`config.mk`:
```
export PLATFORM = sky130hd
export DESIGN_NAME = branch_resolve_flat
export DESIGN_NICKNAME = d
export VERILOG_FILES = /design/src/rtl/branch_resolve_if.sv /design/src/rtl/branch_resolve.sv /design/src/flat_wrapper.sv
export SDC_FILE = /design/constraint.sdc
export NUM_CORES = 1
export LEC_CHECK = 0
export ABC_AREA = 1
export CAP_MARGIN = 5
export CORE_MARGIN = 2
export CORE_UTILIZATION = 53
export CTS_CLUSTER_SIZE = 28
export DETAILED_ROUTE_END_ITERATION = 12
export PLACE_DENSITY = 0.76
export SYNTH_ARGS = -nofsm -noshare
export SYNTH_HDL_FRONTEND = slang
export SYNTH_SLANG_ARGS = --single-unit
export TNS_END_PERCENT = 100
```
`constraint.sdc`:
```
create_clock -name clk -period 2.22 [get_ports clk]
set_input_delay 0.444 -clock clk [delete_from_list [all_inputs] [get_ports clk]]
set_output_delay 0.444 -clock clk [all_outputs]
set_load 0.005 [all_outputs]
```
`src/rtl/branch_resolve_if.sv`:
```
// Decode/fetch-side signal bundle for branch_resolve: flag inputs, branch
// requests and fetch back-pressure in, fetch address and branch status out.
interface branch_resolve_if #(
    parameter int unsigned PC_W = 8
);
    logic [3:0]      flags;
    logic            flag_wr_pending;
    logic            br_valid;
    logic [2:0]      br_cond;
    logic [PC_W-1:0] br_target;
    logic            stall;
    logic [PC_W-1:0] pc;
    logic            fetch_valid;
    logic            br_taken;
    logic            busy;

    modport master (
        output flags, flag_wr_pending, br_valid, br_cond, br_target, stall,
        input  pc, fetch_valid, br_taken, busy
    );

    modport slave (
        input  flags, flag_wr_pending, br_valid, br_cond, br_target, stall,
        output pc, fetch_valid, br_taken, busy
    );
endinterface

```
`src/rtl/branch_resolve.sv`:
```
// Branch resolution and PC sequencing: evaluates branch conditions against the
// ALU flags, waits one cycle on a pending flag write, and flushes fetch after a taken branch.
module branch_resolve #(
    parameter int unsigned PC_W         = 8,
    parameter int unsigned FLUSH_CYCLES = 1
) (
    input  logic             clk,
    input  logic             reset,
    branch_resolve_if.slave  bus
);
    localparam int unsigned CNT_W = 4;

    localparam logic [1:0] ST_RUN   = 2'd0;
    localparam logic [1:0] ST_HOLD  = 2'd1;
    localparam logic [1:0] ST_FLUSH = 2'd2;

    logic [1:0]      state_q, state_d;
    logic [PC_W-1:0] pc_q, pc_d;
    logic            fetch_valid_q, fetch_valid_d;
    logic            br_taken_q, br_taken_d;
    logic            busy_q, busy_d;
    logic [CNT_W-1:0] cnt_q, cnt_d;
    logic [2:0]      cond_q, cond_d;
    logic [PC_W-1:0] target_q, target_d;
    logic [PC_W-1:0] pc_inc;
    logic            cond_is_static;

    // Flag bits: [3]=Z, [2]=V, [1]=C, [0]=N
    function automatic logic cond_met(input logic [2:0] cond, input logic [3:0] f);
        logic met;
        case (cond)
            3'b000:  met = 1'b1;
            3'b001:  met = f[3];
            3'b010:  met = ~f[3];
            3'b011:  met = f[1];
            3'b100:  met = ~f[1];
            3'b101:  met = f[0];
            3'b110:  met = f[2];
            default: met = 1'b0;
        endcase
        return met;
    endfunction

    assign pc_inc         = pc_q + PC_W'(1);
    assign cond_is_static = (bus.br_cond == 3'b000) || (bus.br_cond == 3'b111);

    // Next-state and output logic
    always_comb begin
        state_d       = state_q;
        pc_d          = pc_q;
        fetch_valid_d = fetch_valid_q;
        br_taken_d    = 1'b0;
        busy_d        = busy_q;
        cnt_d         = cnt_q;
        cond_d        = cond_q;
        target_d      = target_q;

        case (state_q)
            ST_RUN: begin
                if (bus.br_valid) begin
                    cond_d   = bus.br_cond;
                    target_d = bus.br_target;
                    if (bus.flag_wr_pending && !cond_is_static) begin
                        state_d       = ST_HOLD;
                        fetch_valid_d = 1'b0;
                        busy_d        = 1'b1;
                    end else if (cond_met(bus.br_cond, bus.flags)) begin
                        state_d       = ST_FLUSH;
                        pc_d          = bus.br_target;
                        br_taken_d    = 1'b1;
                        fetch_valid_d = 1'b0;
                        busy_d        = 1'b1;
                        cnt_d         = CNT_W'(FLUSH_CYCLES);
                    end else begin
                        pc_d          = pc_inc;
                        fetch_valid_d = 1'b1;
                    end
                end else begin
                    // pc only advances once the current address has actually been fetched
                    fetch_valid_d = 1'b1;
                    if (fetch_valid_q && !bus.stall) begin
                        pc_d = pc_inc;
                    end
                end
            end
            ST_HOLD: begin
                if (cond_met(cond_q, bus.flags)) begin
                    state_d       = ST_FLUSH;
                    pc_d          = target_q;
                    br_taken_d    = 1'b1;
                    fetch_valid_d = 1'b0;
                    busy_d        = 1'b1;
                    cnt_d         = CNT_W'(FLUSH_CYCLES);
                end else begin
                    state_d       = ST_RUN;
                    pc_d          = pc_inc;
                    fetch_valid_d = 1'b1;
                    busy_d        = 1'b0;
                end
            end
            ST_FLUSH: begin
                cnt_d = cnt_q - CNT_W'(1);
                if (cnt_q <= CNT_W'(1)) begin
                    state_d       = ST_RUN;
                    cnt_d         = '0;
                    fetch_valid_d = 1'b1;
                    busy_d        = 1'b0;
                end
            end
            default: begin
                state_d = ST_RUN;
            end
        endcase
    end

    always_ff @(posedge clk) begin
        if (reset) begin
            state_q       <= ST_RUN;
            pc_q          <= '0;
            fetch_valid_q <= 1'b0;
            br_taken_q    <= 1'b0;
            busy_q        <= 1'b0;
            cnt_q         <= '0;
            cond_q        <= '0;
            target_q      <= '0;
        end else begin
            state_q       <= state_d;
            pc_q          <= pc_d;
            fetch_valid_q <= fetch_valid_d;
            br_taken_q    <= br_taken_d;
            busy_q        <= busy_d;
            cnt_q         <= cnt_d;
            cond_q        <= cond_d;
            target_q      <= target_d;
        end
    end

    assign bus.pc          = pc_q;
    assign bus.fetch_valid = fetch_valid_q;
    assign bus.br_taken    = br_taken_q;
    assign bus.busy        = busy_q;
endmodule

```
`src/flat_wrapper.sv`:
```
// flat-port wrapper written by rule: the top's interface ports become plain ports
module branch_resolve_flat 
#(
    parameter int unsigned PC_W         = 8,
    parameter int unsigned FLUSH_CYCLES = 1
)
  (clk, reset, bus_flags, bus_flag_wr_pending, bus_br_valid, bus_br_cond, bus_br_target, bus_stall, bus_pc, bus_fetch_valid, bus_br_taken, bus_busy);
  branch_resolve_if #(.PC_W(PC_W)) bus_i ();
  input  logic clk;
  input  logic reset;
  input wire logic [$bits(bus_i.flags)-1:0] bus_flags;
  input wire logic [$bits(bus_i.flag_wr_pending)-1:0] bus_flag_wr_pending;
  input wire logic [$bits(bus_i.br_valid)-1:0] bus_br_valid;
  input wire logic [$bits(bus_i.br_cond)-1:0] bus_br_cond;
  input wire logic [$bits(bus_i.br_target)-1:0] bus_br_target;
  input wire logic [$bits(bus_i.stall)-1:0] bus_stall;
  output wire logic [$bits(bus_i.pc)-1:0] bus_pc;
  output wire logic [$bits(bus_i.fetch_valid)-1:0] bus_fetch_valid;
  output wire logic [$bits(bus_i.br_taken)-1:0] bus_br_taken;
  output wire logic [$bits(bus_i.busy)-1:0] bus_busy;
  assign bus_i.flags = bus_flags;
  assign bus_i.flag_wr_pending = bus_flag_wr_pending;
  assign bus_i.br_valid = bus_br_valid;
  assign bus_i.br_cond = bus_br_cond;
  assign bus_i.br_target = bus_br_target;
  assign bus_i.stall = bus_stall;
  assign bus_pc = bus_i.pc;
  assign bus_fetch_valid = bus_i.fetch_valid;
  assign bus_br_taken = bus_i.br_taken;
  assign bus_busy = bus_i.busy;
  branch_resolve #(.PC_W(PC_W), .FLUSH_CYCLES(FLUSH_CYCLES)) u_core (.clk(clk), .reset(reset), .bus(bus_i));
endmodule
```
Word-level counts from Yosys, hierarchy flattened:

Cells that the tools add are included.

* output and inout bits: 11
* word-level logic and storage cells: 92
* register bits: 28
* bits of input ports: 20

* bitwise logic cells: 2
* add/subtract/negate cells: 2
* order comparisons: 1
* muxes and demuxes: 40
* eq/ne operators: 23
* reduce and logical (&&, ||, !) cells: 16

Operators by type and width (number)
* $mux W8: 5
* $eq A3 B3 Y1 const B: 7
* $mux W4: 5
* $mux W1: 17
* $pmux W8 S2: 1
* $pmux W1 S7: 2
* $eq A3 B2 Y1 const B: 4
* $pmux W4 S3: 1
* $mux W2: 5
* $add A8 B1 Y8 const B: 1
* $eq A3 B1 Y1 const B: 2
* $logic_not A3 Y1: 2
* $ne A2 B1 Y1 const B: 3
* $pmux W1 S3: 2
* $pmux W2 S3: 1
* $reduce_and A3 Y1: 2
* $reduce_and A5 Y1: 1
* $le A4 B1 Y1 const B: 1
* $ne A2 B2 Y1 const B: 2
* $reduce_and A2 Y1: 2
* $reduce_and A4 Y1: 1
* $sub A4 B1 Y4 const B: 1
* $ne A3 B1 Y1 const B: 1
* $ne A3 B2 Y1 const B: 1
* other kinds (11): 14

Longest topological paths before layout:

Gate-level depths: netlist (run 1).

* depth in word-level cells: 11
* depth in mapped cells: 11
* mapped depth without buffers: 11

Worst setup path before layout (run 1):

No wires, ideal clock.

* kind: register to register
* from: register u_core.state_q[0]
* to: register u_core.pc_q[7] (netlist: u_core.bus.pc[7])
* cell stages (with the launch flop): 12
* data arrival time: 1.483 ns
* path buffers: 1
* period minus slack after synthesis: 1.601 ns
* library setup time: 0.118 ns
* path slack: 0.619 ns
* data required time: 2.102 ns
* path through: dfxtp_1 -> inv_1 -> ha_1 -> inv_1 -> nor2_1 -> a21oi_1 -> nand2_4 -> inv_2 -> buf_6 -> nand2_2 -> nor2_1 -> a21oi_2

* longest elaborated chain between the ends: 3
* elaborated cells on any way between the ends: 7
* classes of those cells: eq/ne (3); mux (1); reduce/logical (3)

Ends and longest elaborated chain
* start: declaration: line branch_resolve.sv:17 `logic [1:0] state_q, state_d;`
* start signal: assignment: line branch_resolve.sv:127 `state_q <= state_d;`
* $logic_not A2 Y1 or $eq A2 B1 Y1 (tied branches): line branch_resolve.sv:58 `case (state_q)`
* $ne A3 B3 Y1 (no line) (tied with other cells)
* $reduce_and A3 Y1 (no line)
* end signal: assignment: line branch_resolve.sv:128 `pc_q <= pc_d;`
* end: declaration: line branch_resolve.sv:18 `logic [PC_W-1:0] pc_q, pc_d;`

Parallel ways exist; a longest one is shown, timed or not.
A chain may end at the register's enable or synchronous reset.

Worst setup path after layout (run 1):

* from: register u_core.state_q[0]
* to: register u_core.pc_q[0] (netlist: u_core.bus.pc[0])

The elaborated chain is that of the path after synthesis.

==> results.py, run 1 <==
metrics = {
    "outcome": {
        "outcome": "finished, final reports clean",
    },
    "worst_hold_path": {
        "hold_end": "u_core.cond_q[2]$_SDFFE_PP0P_",
        "whs_path_depth": 2,
        "hp-class": "reg2reg",
        "hp-start": "u_core.cond_q[2]$_SDFFE_PP0P_",
    },
    "grt": {
        "use_met3_pct": 2.641,
        "track_usage_pct": 25.39,
        "use_met2_pct": 38.93,
        "antenna_found_initial": 0,
        "gr-usage-met1_pct": 37.20,
        "grt.overflow.total": 0,
        "busiest_layer": "met2",
        "grt_pass1_wl_um": 8383,
        "first_global_vias": 1814,
        "grt_max_degree": 24,
    },
    "cells_and_area": {
        "fillCellCount": 342,
        "drive_gt1_share_pct": 9.064,
        "area_growth_pct": 20.51,
        "diodes": 0,
        "utilization_pct": 68.02,
        "stdcell_count": 388,
        "final_common_cell": "nand2_1",
        "final_cell_mix": "70 x nand2_1, 43 x nand3_1, 33 x inv_1",
        "fin_nets": 370,
    },
    "sta": {
        "timing.fmax_mhz": 545.2,
        "hold_viol_final": 0,
        "drv_slew": 0,
        "maxSlewHeadroom_pct": 76.28,
        "rsz0062_at_grt": "false",
        "tightest_slew_ps": 354.4,
        "setup_ws_ps": 385.7,
        "setup_viol": 0,
        "clock_skew_ps": 2.075,
        "fin_crit_sh_pct": 82.63,
        "fin_crit_ps": 1834,
        "finalSetupTns_ps": 0,
    },
    "clocking": {
        "clockRootBuffer": "clkbuf_4",
        "cts_buffers": 3,
        "cts_setup_buffers": 0,
        "clk_path_buf_depth": 2,
        "cts_max_level": 1,
        "clkLatencyLatePin_ps": 340,
        "cts.sinks": 28,
        "cts_tree": "yes",
        "cts_resized": 0,
        "hold_buffers": 0,
        "clkTransAtPathRegs_ps": 150,
    },
    "logic_synthesis": {
        "syn_area_um2": 1928,
        "ys_types": 28,
        "synth_cells": 310,
        "postSynthAreaPerCell_um2": 6.220,
        "synthesis.nets": 337,
        "yosys_register_bits": 28,
        "ys_warn_count": 0,
        "yosysSeqAreaShare_pct": 29.07,
    },
    "detailed_routing": {
        "via_per_inst": 5.131,
        "drt_iter0_markers": 152,
        "vias": 1991,
        "wl_um": 4564,
        "drt_pass1_iterations": 4,
        "drc_errors": 0,
        "wl_per_cell_um": 11.76,
        "antenna_left": 0,
    },
    "power": {
        "total_power_mw": 1.863,
        "p_leak_nw": 1.096,
        "p_per_area_nw_per_um2": 801.8,
        "ir_worst_vdd_mv": 0.3551,
    },
    "floorplanning": {
        "fp.dieH_um": 64.32,
        "core_area_um2": 3416,
        "dieWidth_um": 64.32,
        "row_count": 21,
        "die_area_um2": 4136,
        "io_pins": 31,
        "initial_core_util_pct": 56.45,
    },
    "placement": {
        "place_inst": 384,
        "io_buffers": 30,
        "gp_congestion": 0.8622,
        "hpwl_um": 3572,
        "pre_cts_slack_ps": 43.37,
    },
    "worst_setup_path": {
        "path_class": "reg2reg",
        "r2r-end": "u_core.bus.pc[0]$_SDFFE_PP0P_",
        "start_kind": "register",
        "worstRegToRegCells": 10,
        "worst-r2r-setup-slack_ps": 390,
        "worstPathArrival_ps": 2090,
        "required_ps": 2480,
        "crit_path_end_kind": "register",
        "critPathMaxFanout": 11,
        "timing.rr.start": "u_core.state_q[0]$_SDFFE_PP0P_",
    },
    "flow_run": {
        "maxCapViolCount": 0,
    },
}
worst max path at each step:
stage | end | slack [ps] | start | cells after the start
floorplan | u_core.bus.pc[7]$_SDFFE_PP0P_ | 620 | u_core.state_q[0]$_SDFFE_PP0P_ | 11
global placement | u_core.bus.pc[5]$_SDFFE_PP0P_ | 90 | bus_br_cond[0] | 10
detailed placement | u_core.bus.pc[5]$_SDFFE_PP0P_ | 40 | bus_br_cond[0] | 10
CTS | u_core.bus.pc[0]$_SDFFE_PP0P_ | 390 | u_core.state_q[0]$_SDFFE_PP0P_ | 10
global route | u_core.bus.pc[4]$_SDFFE_PP0P_ | 200 | bus_br_cond[0] | 10
finish | u_core.bus.pc[0]$_SDFFE_PP0P_ | 390 | u_core.state_q[0]$_SDFFE_PP0P_ | 10
kinds of logic (layout without fill, tap and decap cells):
kind of cell	Yosys count	after routing	share of synthesized area, %
flops	28	28	29.07
buf+inv	50	82	10.25
fa+ha+maj	7	7	4.542
compound gates	54	54	14.67
simple gates	167	167	39.65
xor+xnor	4	4	1.817
synthesized netlist by cell type:
cell | instances | share of area, %
o21ai_1 | 11 | 2.9
nor3_1 | 1 | 0.26
a21oi_1 | 25 | 6.5
or2_1 | 1 | 0.32
dfxtp_1 | 28 | 29
clkbuf_1 | 3 | 0.58
nand3_2 | 3 | 1.6
buf_1 | 1 | 0.19
a21oi_2 | 2 | 0.91
xor2_1 | 1 | 0.45
ha_1 | 7 | 4.5
nand2_1 | 70 | 14
nor2_1 | 32 | 6.2
nand3b_1 | 2 | 0.78
nor2_4 | 1 | 0.58
buf_2 | 2 | 0.52
nand3_1 | 43 | 11
xnor2_1 | 3 | 1.4
buf_6 | 1 | 0.58
inv_2 | 10 | 1.9
nand4_2 | 1 | 0.65
nand2_4 | 1 | 0.58
inv_1 | 33 | 6.4
nand2_2 | 4 | 1.3
o21bai_1 | 1 | 0.39
nand4_1 | 8 | 2.6
o21ai_0 | 14 | 3.6
a21boi_1 | 1 | 0.39
power by group:
part           internal (mW)  switching, mW  leakage (nW)
clock                  0.101          0.159        0.0210
combinational          0.382          0.508         0.844
sequential             0.610          0.103         0.232
worst max-delay path: stages (launching register included):
cell and delay (ps):
dfxtp_1 410, inv_1 90, ha_1 260, inv_1 120, nor2_1 80, a21oi_1 240, nand2_4 110, inv_2 190
nand2_2 70, nor2_1 120, a21oi_2 70
layer usage:
metal	part of all wire (%)	wire (um)
met1	53	2406
met2	42	1931
met3	3.7	168
met4	1.3	58
met5	0	0
stage by stage:
| step | area, um2 | hold slack (ps) |
|---|---|---|
| after CTS | 2323 | 485.5 |
| after detailed placement | 2287 | 465.9 |
| final | 2323 | 482.7 |
| after global routing | 2323 | 500.0 |
| after global placement | 2287 | 462.9 |
| after floorplan | 1928 | 445.1 |
flip-flops by register name, summed over array words and instances (netlist names):
name                    cells
u_core.cnt_q                4
u_core.bus.br_taken         1
u_core.target_q             8
u_core.state_q              2
u_core.bus.busy             1
u_core.cond_q               3
u_core.bus.pc               8
u_core.bus.fetch_valid      1
final cells by class:
cell class / count / area [um2] / share of cell area, %
Timing Repair Buffer: 35 / 337.8 / 14.54
Tap cell: 46 / 57.56 / 2.477
Multi-Input combinational cell: 232 / 1170 / 50.35
Clock buffer: 4 / 36.28 / 1.562
Inverter: 43 / 161.4 / 6.947
Sequential cell: 28 / 560.5 / 24.12
(Power assumes the default switching activity.)
==> run 2, diff against run 1 <==
CORE_UTILIZATION = 48   (was 53)
PLACE_DENSITY = 0.73   (was 0.76)
clock period = 1.5 ns   (was 2.22 ns; I/O delays follow)
==> results.py, run 2 (synthesis gave the netlist of run 1 again) <==
metrics = {
    "sta": {
        "setup_ws_ps": 18.08,
        "rsz0062_at_grt": "true",
        "setup_viol": 0,
        "hold_viol_final": 0,
        "fin_crit_ps": 1482,
        "drv_slew": 0,
        "maxSlewHeadroom_pct": 81.77,
        "fin_crit_sh_pct": 98.79,
        "tightest_slew_ps": 273.1,
        "clock_skew_ps": 9.918,
        "timing.fmax_mhz": 674.8,
    },
    "grt": {
        "grt_pass1_wl_um": 8894,
        "grt.overflow.total": 0,
        "grt_max_degree": 24,
        "antenna_found_initial": 0,
        "first_global_vias": 1998,
        "track_usage_pct": 25.41,
    },
    "floorplanning": {
        "die_area_um2": 4540,
        "io_pins": 31,
        "fp.dieH_um": 67.38,
        "initial_core_util_pct": 48.91,
        "dieWidth_um": 67.38,
        "core_area_um2": 3943,
        "row_count": 23,
    },
    "cells_and_area": {
        "utilization_pct": 72.83,
        "drive_gt1_share_pct": 30.34,
        "fin_nets": 407,
        "final_common_cell": "nand2_1",
        "area_growth_pct": 48.93,
        "diodes": 0,
        "final_cell_mix": "62 x nand2_1, 40 x buf_4, 39 x nand3_1",
    },
    "outcome": {
        "outcome": "finished, final reports clean",
    },
    "power": {
        "p_sw_share_pct": 39.05,
        "p_int_mw": 2.173,
        "p_seq_share_pct": 30.1,
        "ir_worst_vdd_mv": 0.8519,
        "total_power_mw": 3.565,
        "comb_power_share_pct": 52.8,
        "p_sw_mw": 1.392,
        "p_leak_nw": 1.385,
        "p_clk_share_pct": 17.2,
        "p_per_area_nw_per_um2": 1242,
    },
    "detailed_routing": {
        "vias": 2287,
        "via_per_inst": 5.331,
        "antenna_left": 0,
        "wl_per_cell_um": 13.53,
        "drt_pass1_iterations": 4,
        "drc_errors": 0,
        "drt_iter0_markers": 185,
        "wl_um": 5803,
    },
    "worst_setup_path": {
        "path_buf_inv": 1,
        "path_class": "reg2out",
        "path_delay_family": "buffers and inverters",
        "critPathMaxFanout": 4,
        "cp_cell_sequence": "clkdlybuf4s50_1",
        "required_ps": 1200,
        "critPathSlowestCell": "clkdlybuf4s50_1",
        "slowest_delay_ps": 520,
        "crit_path_end_kind": "output port",
        "worst-r2r-setup-slack_ps": 30,
        "worstPathArrival_ps": 1180,
        "start_kind": "register",
    },
    "clocking": {
        "clk_path_buf_depth": 2,
        "hold_buffers": 0,
        "cts_buffers": 3,
        "cts.sinks": 28,
        "cts_tree": "yes",
        "clkTransAtPathRegs_ps": 90,
        "clockRootBuffer": "clkbuf_8",
        "cts_max_level": 1,
        "clkLatencyLatePin_ps": 280,
    },
    "placement": {
        "hpwl_um": 3886,
        "gp_congestion": 0.8568,
        "pre_cts_slack_ps": -481.1,
        "io_buffers": 30,
    },
    "flow_run": {
        "maxCapViolCount": 0,
    },
    "worst_hold_path": {
        "hp-class": "reg2reg",
    },
}
[run 2: changes by cell type in the layout (fill, tap and decap cells not counted), sizes merged]
cell           before  now
nand3              46   47
dlygate4sd2         0    6
buf                 5   41
clkdlybuf4s50      30   20
bufinv              0    1
dlymetal6s2s        0    4
clkbuf              4    3
[run 2: worst paths after layout]
path | start | endpoint | cells past startpoint
min | u_core.bus.fetch_valid$_SDFFE_PP0P_ | u_core.bus.fetch_valid$_SDFFE_PP0P_ | 2
max reg2reg | u_core.state_q[0]$_SDFFE_PP0P_ | u_core.target_q[5]$_SDFFE_PP0P_ | 8
min reg2reg | u_core.bus.fetch_valid$_SDFFE_PP0P_ | u_core.bus.fetch_valid$_SDFFE_PP0P_ | 2
max | u_core.bus.pc[4]$_SDFFE_PP0P_ | bus_pc[4] | 1
[run 2: routing by layer]
metal / wire, um / up-vias / global-route usage, %
li1: - / 1155 / -
met1: 2562 / 1061 / 32.93
met2: 2938 / 65 / 44.93
met3: 244 / 6 / 4.000
met4: 57 / 0 / 4.337
met5: 0 / - / 0
[run 2: area by class of cell]
type	instances	area (um2)
clock buffers	3	41.29
clock inverters	1	30.03
fillers	334	1071
inverters	43	166.4
multi-input cells	233	1363
flip-flops and latches	28	585.6
well taps	50	62.56
repair buffers	71	623.1
[run 2: power groups by stage]
stage	Combinational (mW)	Clock [mW]	Sequential, mW
5_1_grt	2.08	0.656	1.09
3_5_place_dp	1.59	0	1.05
6_report	1.88	0.612	1.07
2_1_floorplan	0.906	0	1.05
4_1_cts	1.67	0.627	1.04
3_3_place_gp	1.57	0	1.05
[run 2: repair_timing]
action,in CTS,in global routing
hold endpoints to repair,0,0
gates cloned,1,0
endpoints found under the setup margin,22,25
setup buffers,1,2
pin swaps,4,5
gates resized for setup,22,47
[run 2: stage by stage]
step	std cells	setup TNS, ps	hold slack, ps	cell area, um2
CTS	427	0	484.7	2694
global placement	421	-6979	459.3	2564
finish	429	0	487.5	2872
global route	429	-174.1	515.6	2872
detailed placement	421	-7569	460.1	2564
floorplan	310	0	361.7	1939
